[config.mk]
export PLATFORM = sky130hd
export DESIGN_NAME = dbg_cmd_ctrl
export DESIGN_NICKNAME = d
export VERILOG_FILES = /design/src/rtl/dbg_cmd_ctrl.sv
export SDC_FILE = /design/constraint.sdc
export NUM_CORES = 1
export LEC_CHECK = 0
export CORE_MARGIN = 2
export CORE_UTILIZATION = 43
export DETAILED_ROUTE_END_ITERATION = 7
export PLACE_DENSITY = 0.79
export SLEW_MARGIN = 20
export SYNTH_ARGS = -nofsm -noshare
export SYNTH_HDL_FRONTEND = slang
export SYNTH_SLANG_ARGS = --single-unit
[constraint.sdc]
create_clock -name clk -period 3.9 [get_ports clk]
set_input_delay 0.585 -clock clk [delete_from_list [all_inputs] [get_ports clk]]
set_output_delay 0.585 -clock clk [all_outputs]
set_load 0.005 [all_outputs]
[src/rtl/dbg_cmd_ctrl.sv]
// Debug command sequencer: fetches a command and its hex operands, then drives memory/run/step.
// Optional CMD_TIMEOUT_EN aborts a wait that sees no ack/valid within TIMEOUT cycles.
module dbg_cmd_ctrl #(
    parameter int unsigned TIMEOUT = 1_000_000
) (
    input  logic        clk,
    input  logic        rst,
    input  logic        en,
    output logic        req_rx,
    output logic        type_rx,
    input  logic        ack_rx,
    input  logic        flag_rx,
    input  logic [31:0] din_rx,
    output logic [31:0] mem_addr,
    output logic [31:0] mem_wdata,
    output logic        mem_re,
    output logic        mem_we,
    input  logic [31:0] mem_rdata,
    input  logic        mem_rvld,
    output logic        run,
    output logic        step,
    output logic [31:0] res_data,
    output logic        res_vld,
    output logic        err,
    output logic        busy
);

    typedef enum logic [3:0] {
        S_IDLE,
        S_REQ_CMD,
        S_WAIT_CMD,
        S_DECODE,
        S_REQ_ADDR,
        S_WAIT_ADDR,
        S_REQ_DATA,
        S_WAIT_DATA,
        S_MEM_RD,
        S_RD_WAIT,
        S_MEM_WR,
        S_STEP,
        S_RESP,
        S_ERR
    } state_t;

    state_t state;
    state_t state_nx;

    logic [7:0] cmd;
    logic [7:0] cmd_uc;
    logic       cmd_r;
    logic       cmd_w;
    logic       cmd_s;
    logic       cmd_g;
    logic       cmd_h;
    logic       tmo;
    logic       unused_flag;

    // Clearing bit 5 folds lower-case letters onto upper case.
    assign cmd_uc = cmd & 8'hDF;
    assign cmd_r  = (cmd_uc == 8'h52);
    assign cmd_w  = (cmd_uc == 8'h57);
    assign cmd_s  = (cmd_uc == 8'h53);
    assign cmd_g  = (cmd_uc == 8'h47);
    assign cmd_h  = (cmd_uc == 8'h48);

    assign unused_flag = flag_rx;

`ifdef CMD_TIMEOUT_EN
    localparam int CW = (TIMEOUT > 2) ? $clog2(TIMEOUT) : 1;

    logic [CW-1:0] tmo_cnt;
    logic          in_wait;

    assign in_wait = (state == S_WAIT_CMD)  ||
                     (state == S_WAIT_ADDR) ||
                     (state == S_WAIT_DATA) ||
                     (state == S_RD_WAIT);

    // Every wait state is entered from a non-wait state, so the count restarts at 0.
    always_ff @(posedge clk or posedge rst) begin
        if (rst) begin
            tmo_cnt <= '0;
        end else if (in_wait) begin
            tmo_cnt <= tmo_cnt + 1'b1;
        end else begin
            tmo_cnt <= '0;
        end
    end

    assign tmo = in_wait && (tmo_cnt == CW'(TIMEOUT - 1));
`else
    logic [31:0] unused_timeout;

    assign unused_timeout = TIMEOUT;
    assign tmo = 1'b0;
`endif

    always_comb begin
        state_nx = state;
        unique case (state)
            S_IDLE: begin
                if (en) state_nx = S_REQ_CMD;
            end
            S_REQ_CMD:  state_nx = S_WAIT_CMD;
            S_REQ_ADDR: state_nx = S_WAIT_ADDR;
            S_REQ_DATA: state_nx = S_WAIT_DATA;
            S_WAIT_CMD: begin
                if (ack_rx)   state_nx = S_DECODE;
                else if (tmo) state_nx = S_ERR;
            end
            S_DECODE: begin
                unique case (1'b1)
                    cmd_r, cmd_w: state_nx = S_REQ_ADDR;
                    cmd_s:        state_nx = S_STEP;
                    cmd_g, cmd_h: state_nx = S_IDLE;
                    default:      state_nx = S_ERR;
                endcase
            end
            S_WAIT_ADDR: begin
                if (ack_rx)   state_nx = cmd_w ? S_REQ_DATA : S_MEM_RD;
                else if (tmo) state_nx = S_ERR;
            end
            S_WAIT_DATA: begin
                if (ack_rx)   state_nx = S_MEM_WR;
                else if (tmo) state_nx = S_ERR;
            end
            S_MEM_RD: state_nx = S_RD_WAIT;
            S_RD_WAIT: begin
                if (mem_rvld) state_nx = S_RESP;
                else if (tmo) state_nx = S_ERR;
            end
            S_MEM_WR: state_nx = S_IDLE;
            S_STEP:   state_nx = S_IDLE;
            S_RESP:   state_nx = S_IDLE;
            S_ERR:    state_nx = S_IDLE;
            default:  state_nx = S_IDLE;
        endcase
    end

    always_ff @(posedge clk or posedge rst) begin
        if (rst) begin
            state     <= S_IDLE;
            cmd       <= '0;
            mem_addr  <= '0;
            mem_wdata <= '0;
            res_data  <= '0;
            run       <= 1'b0;
        end else begin
            state <= state_nx;
            if (state == S_WAIT_CMD && ack_rx) begin
                cmd <= din_rx[7:0];
            end
            if (state == S_WAIT_ADDR && ack_rx) begin
                mem_addr <= din_rx;
            end
            if (state == S_WAIT_DATA && ack_rx) begin
                mem_wdata <= din_rx;
            end
            if (state == S_RD_WAIT && mem_rvld) begin
                res_data <= mem_rdata;
            end
            if (state == S_DECODE) begin
                if (cmd_g)      run <= 1'b1;
                else if (cmd_h) run <= 1'b0;
            end
        end
    end

    assign req_rx  = (state == S_REQ_CMD)  ||
                     (state == S_REQ_ADDR) ||
                     (state == S_REQ_DATA);
    assign type_rx = (state == S_REQ_ADDR) ||
                     (state == S_REQ_DATA);
    assign mem_re  = (state == S_MEM_RD);
    assign mem_we  = (state == S_MEM_WR);
    assign step    = (state == S_STEP);
    assign res_vld = (state == S_RESP);
    assign err     = (state == S_ERR);
    assign busy    = (state != S_IDLE);

endmodule

Yosys cells after proc, flatten, opt, wreduce, memory -nomap -nowiden
Index checks and enable logic that the tools add are counted.
{"block": "totals", "register_bits": 109, "latchBits": 0, "mem_bits_rw": 0, "rom_bits": 0, "inputBits": 70, "out_inout_bits": 105, "wordCells": 53, "memories": 0}
{"block": "classes", "add_sub_neg": 0, "mul": 0, "div_mod_pow": 0, "order_cmp": 0, "n_eq_ne": 23, "n_shift": 0, "n_mux": 10, "bitwise_logic": 0, "reduce_logical": 14}
{"op": "$pmux 4 s10", "n": 1}
{"op": "$eq 7x6->1 const B", "n": 5}
{"op": "$eq 4x4->1 const B", "n": 6}
{"op": "$mux 4", "n": 6}
{"op": "$eq 4x3->1 const B", "n": 4}
{"op": "$pmux 4 s3", "n": 1}
{"op": "$ne 2x2->1 const B", "n": 5}
{"op": "$eq 4x2->1 const B", "n": 2}
{"op": "$reduce_and 5->1", "n": 1}
{"op": "$eq 4x1->1 const B", "n": 1}
{"op": "$logic_and 1x1->1", "n": 4}
{"op": "$logic_not 4->1", "n": 1}
{"op": "$reduce_bool 4->1", "n": 1}
{"op": "$reduce_or 2->1", "n": 2}
{"op": "$logic_or 1x1->1", "n": 3}
{"op": "$mux 1", "n": 2}
{"op": "$reduce_and 2->1", "n": 1}
{"op": "$reduce_bool 2->1", "n": 1}

Longest topological paths before layout
{"block": "depth", "word_depth": 4, "mapped_depth": 6, "mapped_depth_nobuf": 4}

Least setup slack after synthesis
No wires, ideal clock.
{"block": "synth_timing", "path_type": "reg-to-output", "startpoint": "reg state[1]", "endpoint": "out req_rx", "t_arrival_ps": 1082, "required_ps": 3315, "slack_ps": 2233, "path_stages_with_launch": 4, "n_path_buf": 1, "cell_sequence": "dfrtp_1 -> buf_2 -> or3_1 -> a21oi_1"}
{"block": "synth_between", "elab_chain_cells": 3, "elab_cells_between_ends": 5, "classes_between": "eq/ne: 3; reduce/logical: 2"}
{"item": "start: declaration", "line": "45", "source": "state_t state;"}
{"item": "start signal: assignment", "line": "149", "source": "state <= state_nx;"}
{"item": "$eq 4x1->1 or $eq 4x3->1 (tied branches)", "line": "169, 170"}
{"item": "$logic_or 1x1->1", "line": "169", "source": "assign req_rx = (state == S_REQ_CMD) ||"}
{"item": "$logic_or 1x1->1 *", "line": "170", "source": "(state == S_REQ_ADDR) ||"}
{"item": "end: declaration", "line": "9", "source": "output logic req_rx,"}
Every way passes the cells marked *; elsewhere a longest branch is shown, timed or not.

Final worst setup path
{"block": "layout_timing", "startpoint": "reg state[0]", "endpoint": "out req_rx"}
The elaborated chain is that of the path after synthesis.

==> results.json <==
{
  "hold_viol_final": 0,
  "tightestPinTransition_ns": 0.8377,
  "ys_top_cells_by_count": "dfrtp_1 (108), mux2_2 (97), buf_2 (12)",
  "layout-drive-gt1-share": 0.2683,
  "post_cts_resized": 0,
  "clockPowerShare": 0.163,
  "setup_ws_ns": 1.021,
  "fin_crit_sh": 0.7382,
  "grt_max_degree": 70,
  "pwr-share-comb": 0.412,
  "end_kind": "primary output",
  "netlist.top_cell.by_area": "dfrtp_1",
  "p_int_w": 0.003289,
  "synth_fa_ha_area_frac": 0,
  "critPathMaxFanout": 18,
  "hold_buffers": 0,
  "seq_area_frac_synth": 0.6110,
  "syn_to_final_growth_pct": 46.90,
  "diodes": 0,
  "whs_ns": 0.4976,
  "crit_type": "reg -> out",
  "synth_edf_count": 0,
  "io_buffers": 173,
  "switchingPower_w": 0.001286,
  "synth_area_mm2": 0.004423,
  "rows": 37,
  "wire_per_inst_um": 16.36,
  "setup-violations-final": 0,
  "yosysMostFrequentCell": "dfrtp_1",
  "yosysUniqueCellTypes": 40,
  "post-place-ws_ns": 1.423,
  "antenna_found_initial": 0,
  "core-area_mm2": 0.01014,
  "vias": 3117,
  "grt_overflow": 0,
  "die_w_um": 105.4,
  "finalNetCount": 542,
  "synthMuxAreaShare": 0.2622,
  "ys_seq_elements": 108,
  "cp-startpoint": "state[0]",
  "rsz0062_at_grt": "false",
  "route.antenna.remaining_nets": 0,
  "wirelength_met1_mm": 4.129,
  "hpwl_mm": 7.113,
  "required_ns": 3.31,
  "arrival_ns": 2.29,
  "maxUsedRoutingLayer": "met4",
  "die-area_mm2": 0.01111,
  "switching_share": 0.2811,
  "synth-main-ff-cell": "dfrtp_1",
  "synth_compound_area_frac": 0.03593,
  "cts_tree": "yes",
  "cts_made_buffers": 9,
  "synth-xor-area-share": 0.001980,
  "drv_slew": 0,
  "clockBufferDepth": 2,
  "max_freq_ghz": 0.3474,
  "setup_tns_ns": 0,
  "synth_top_family_by_area": "multiplexers",
  "syn_area_per_cell_um2": 14.74,
  "die_height_um": 105.4,
  "clock-sinks": 108,
  "clock_latency_ns": 0.36,
  "postCtsSetupRepairBufs": 0,
  "leakagePower_nw": 2.776,
  "drt_drc_violations_left": 0,
  "wl_met3_um": 725,
  "syn_nets": 370,
  "maxCapViolCount": 0,
  "grt.total_usage": 0.1869,
  "synthSimpleGateAreaFrac": 0.06337,
  "fill_cells": 785,
  "yosysTopAreaCellShare": 0.6110,
  "vdd_drop_max_mv": 0.3663,
  "vias_per_cell": 5.085,
  "drt_pass1_iterations": 4,
  "ys_top_cells_by_area": "dfrtp_1 (61%), mux2_2 (25%), mux2_1 (1.5%), buf_2 (1.4%), a21oi_1 (0.68%)",
  "io_pins": 175,
  "grt_pass1_vias": 3261,
  "power_frac_seq": 0.425,
  "clock-root-buffer": "clkbuf_8",
  "initial_core_util": 0.4363,
  "hp-class": "reg -> reg",
  "htree_levels": 3,
  "outcome": "complete, no violations",
  "finalWirelength_mm": 10.03,
  "hp-start": "mem_wdata[26]",
  "p_per_area_mw_per_mm2": 704.1,
  "skew_ns": 0.008520,
  "slew_headroom": 0.4415,
  "drtIter0Drc": 90,
  "timing.rr.start": "state[0]",
  "async_flop_share": 1.000,
  "period_needed_ns": 2.879,
  "critPathLaunchType": "flop",
  "clk_pin_slew_worst_paths_ns": 0.10,
  "gp_congestion": 0.8270,
  "netlist_instances": 300,
  "ys_warn_count": 0,
  "wl_met2_mm": 4.851,
  "grt_pass1_wl_mm": 16.44
}
==> final timing paths <==
check / end / slack, ns / cells after the start
worst max-delay path: req_rx / 1.02 / 4
worst min-delay path: mem_wdata[26] / 0.50 / 1
worst max register to register: res_data[13] / 1.82 / 4
worst min register to register: mem_wdata[26] / 0.50 / 1
max in group asynchronous: res_data[25] / 2.34 / 3
min in group asynchronous: res_data[24] / 0.73 / 2
==> power groups by stage <==
stage	logic [W]	clock network, W	registers [W]
after floorplan	0.000804	0	0.00190
final	0.00188	0.000747	0.00194
after global placement	0.00187	0	0.00193
after CTS	0.00191	0.000773	0.00194
after global routing	0.00202	0.000823	0.00203
after detailed placement	0.00190	0	0.00197
==> registers in the layout, indices dropped and copies added, names as in the netlist <==
register / count
mem_wdata: 32
res_data: 32
state: 4
mem_addr: 32
cmd: 7
run: 1
==> layout make-up <==
| type | count | area, µm² | share of cell area |
|---|---|---|---|
| Timing Repair Buffer | 177 | 1762 | 0.2711 |
| Multi-Input combinational cell | 171 | 1618 | 0.2490 |
| Sequential cell | 108 | 2703 | 0.4159 |
| Tap cell | 136 | 170.2 | 0.02619 |
| Inverter | 5 | 21.27 | 0.003274 |
| Clock buffer | 10 | 137.6 | 0.02118 |
| Clock inverter | 6 | 86.33 | 0.01329 |
==> stage by stage <==
| stage | util | total power (W) | cell area, µm² | instances |
|---|---|---|---|---|
| floorplan | - | 0.002706 | 4423 | 300 |
| global placement | 0.6188 | 0.003797 | 6274 | 597 |
| detailed placement | 0.6188 | 0.003864 | 6274 | 597 |
| CTS | 0.6409 | 0.004624 | 6497 | 613 |
| global route | 0.6409 | 0.004874 | 6497 | 613 |
| finish | 0.6409 | 0.004575 | 6497 | 613 |
==> layout by cell type, fill, tap and decap left out, types with 3 or more instances in the layout <==
master           instances
clkdlybuf4s50_1        173
dfrtp_1                108
mux2_2                  97
clkbuf_8                10
nor2_1                   8
mux2_1                   6
a21oi_1                  6
nand3_1                  5
inv_1                    4
nand2_1                  4
buf_4                    4
nand2b_1                 3
or3_1                    3
nor3b_1                  3
nor3_1                   3
==> cell families (layout without fill, tap and decap cells) <==
kind of cell / count (synthesis) / in the layout
DFF: 108 / 108
muxes: 103 / 103
buffers and inverters: 21 / 198
AOI/OAI and AO/OA: 22 / 22
xor gates and xnor gates: 1 / 1
and+or+nand+nor: 45 / 45
==> critical path, stage by stage, from the launching register on <==
cell and delay [ns]:
dfrtp_1 0.72, inv_1 0.14, or3_1 0.39, a21oi_1 0.16
clkdlybuf4s50_1 0.52
==> routing by layer <==
metal | up-vias | global-route usage
met1 | 1543 | 0.2323
met5 | - | 0
met3 | 26 | 0.06246
met2 | 124 | 0.2954
li1 | 1424 | -
met4 | 0 | 0.08571
(Power assumes the default switching activity.)
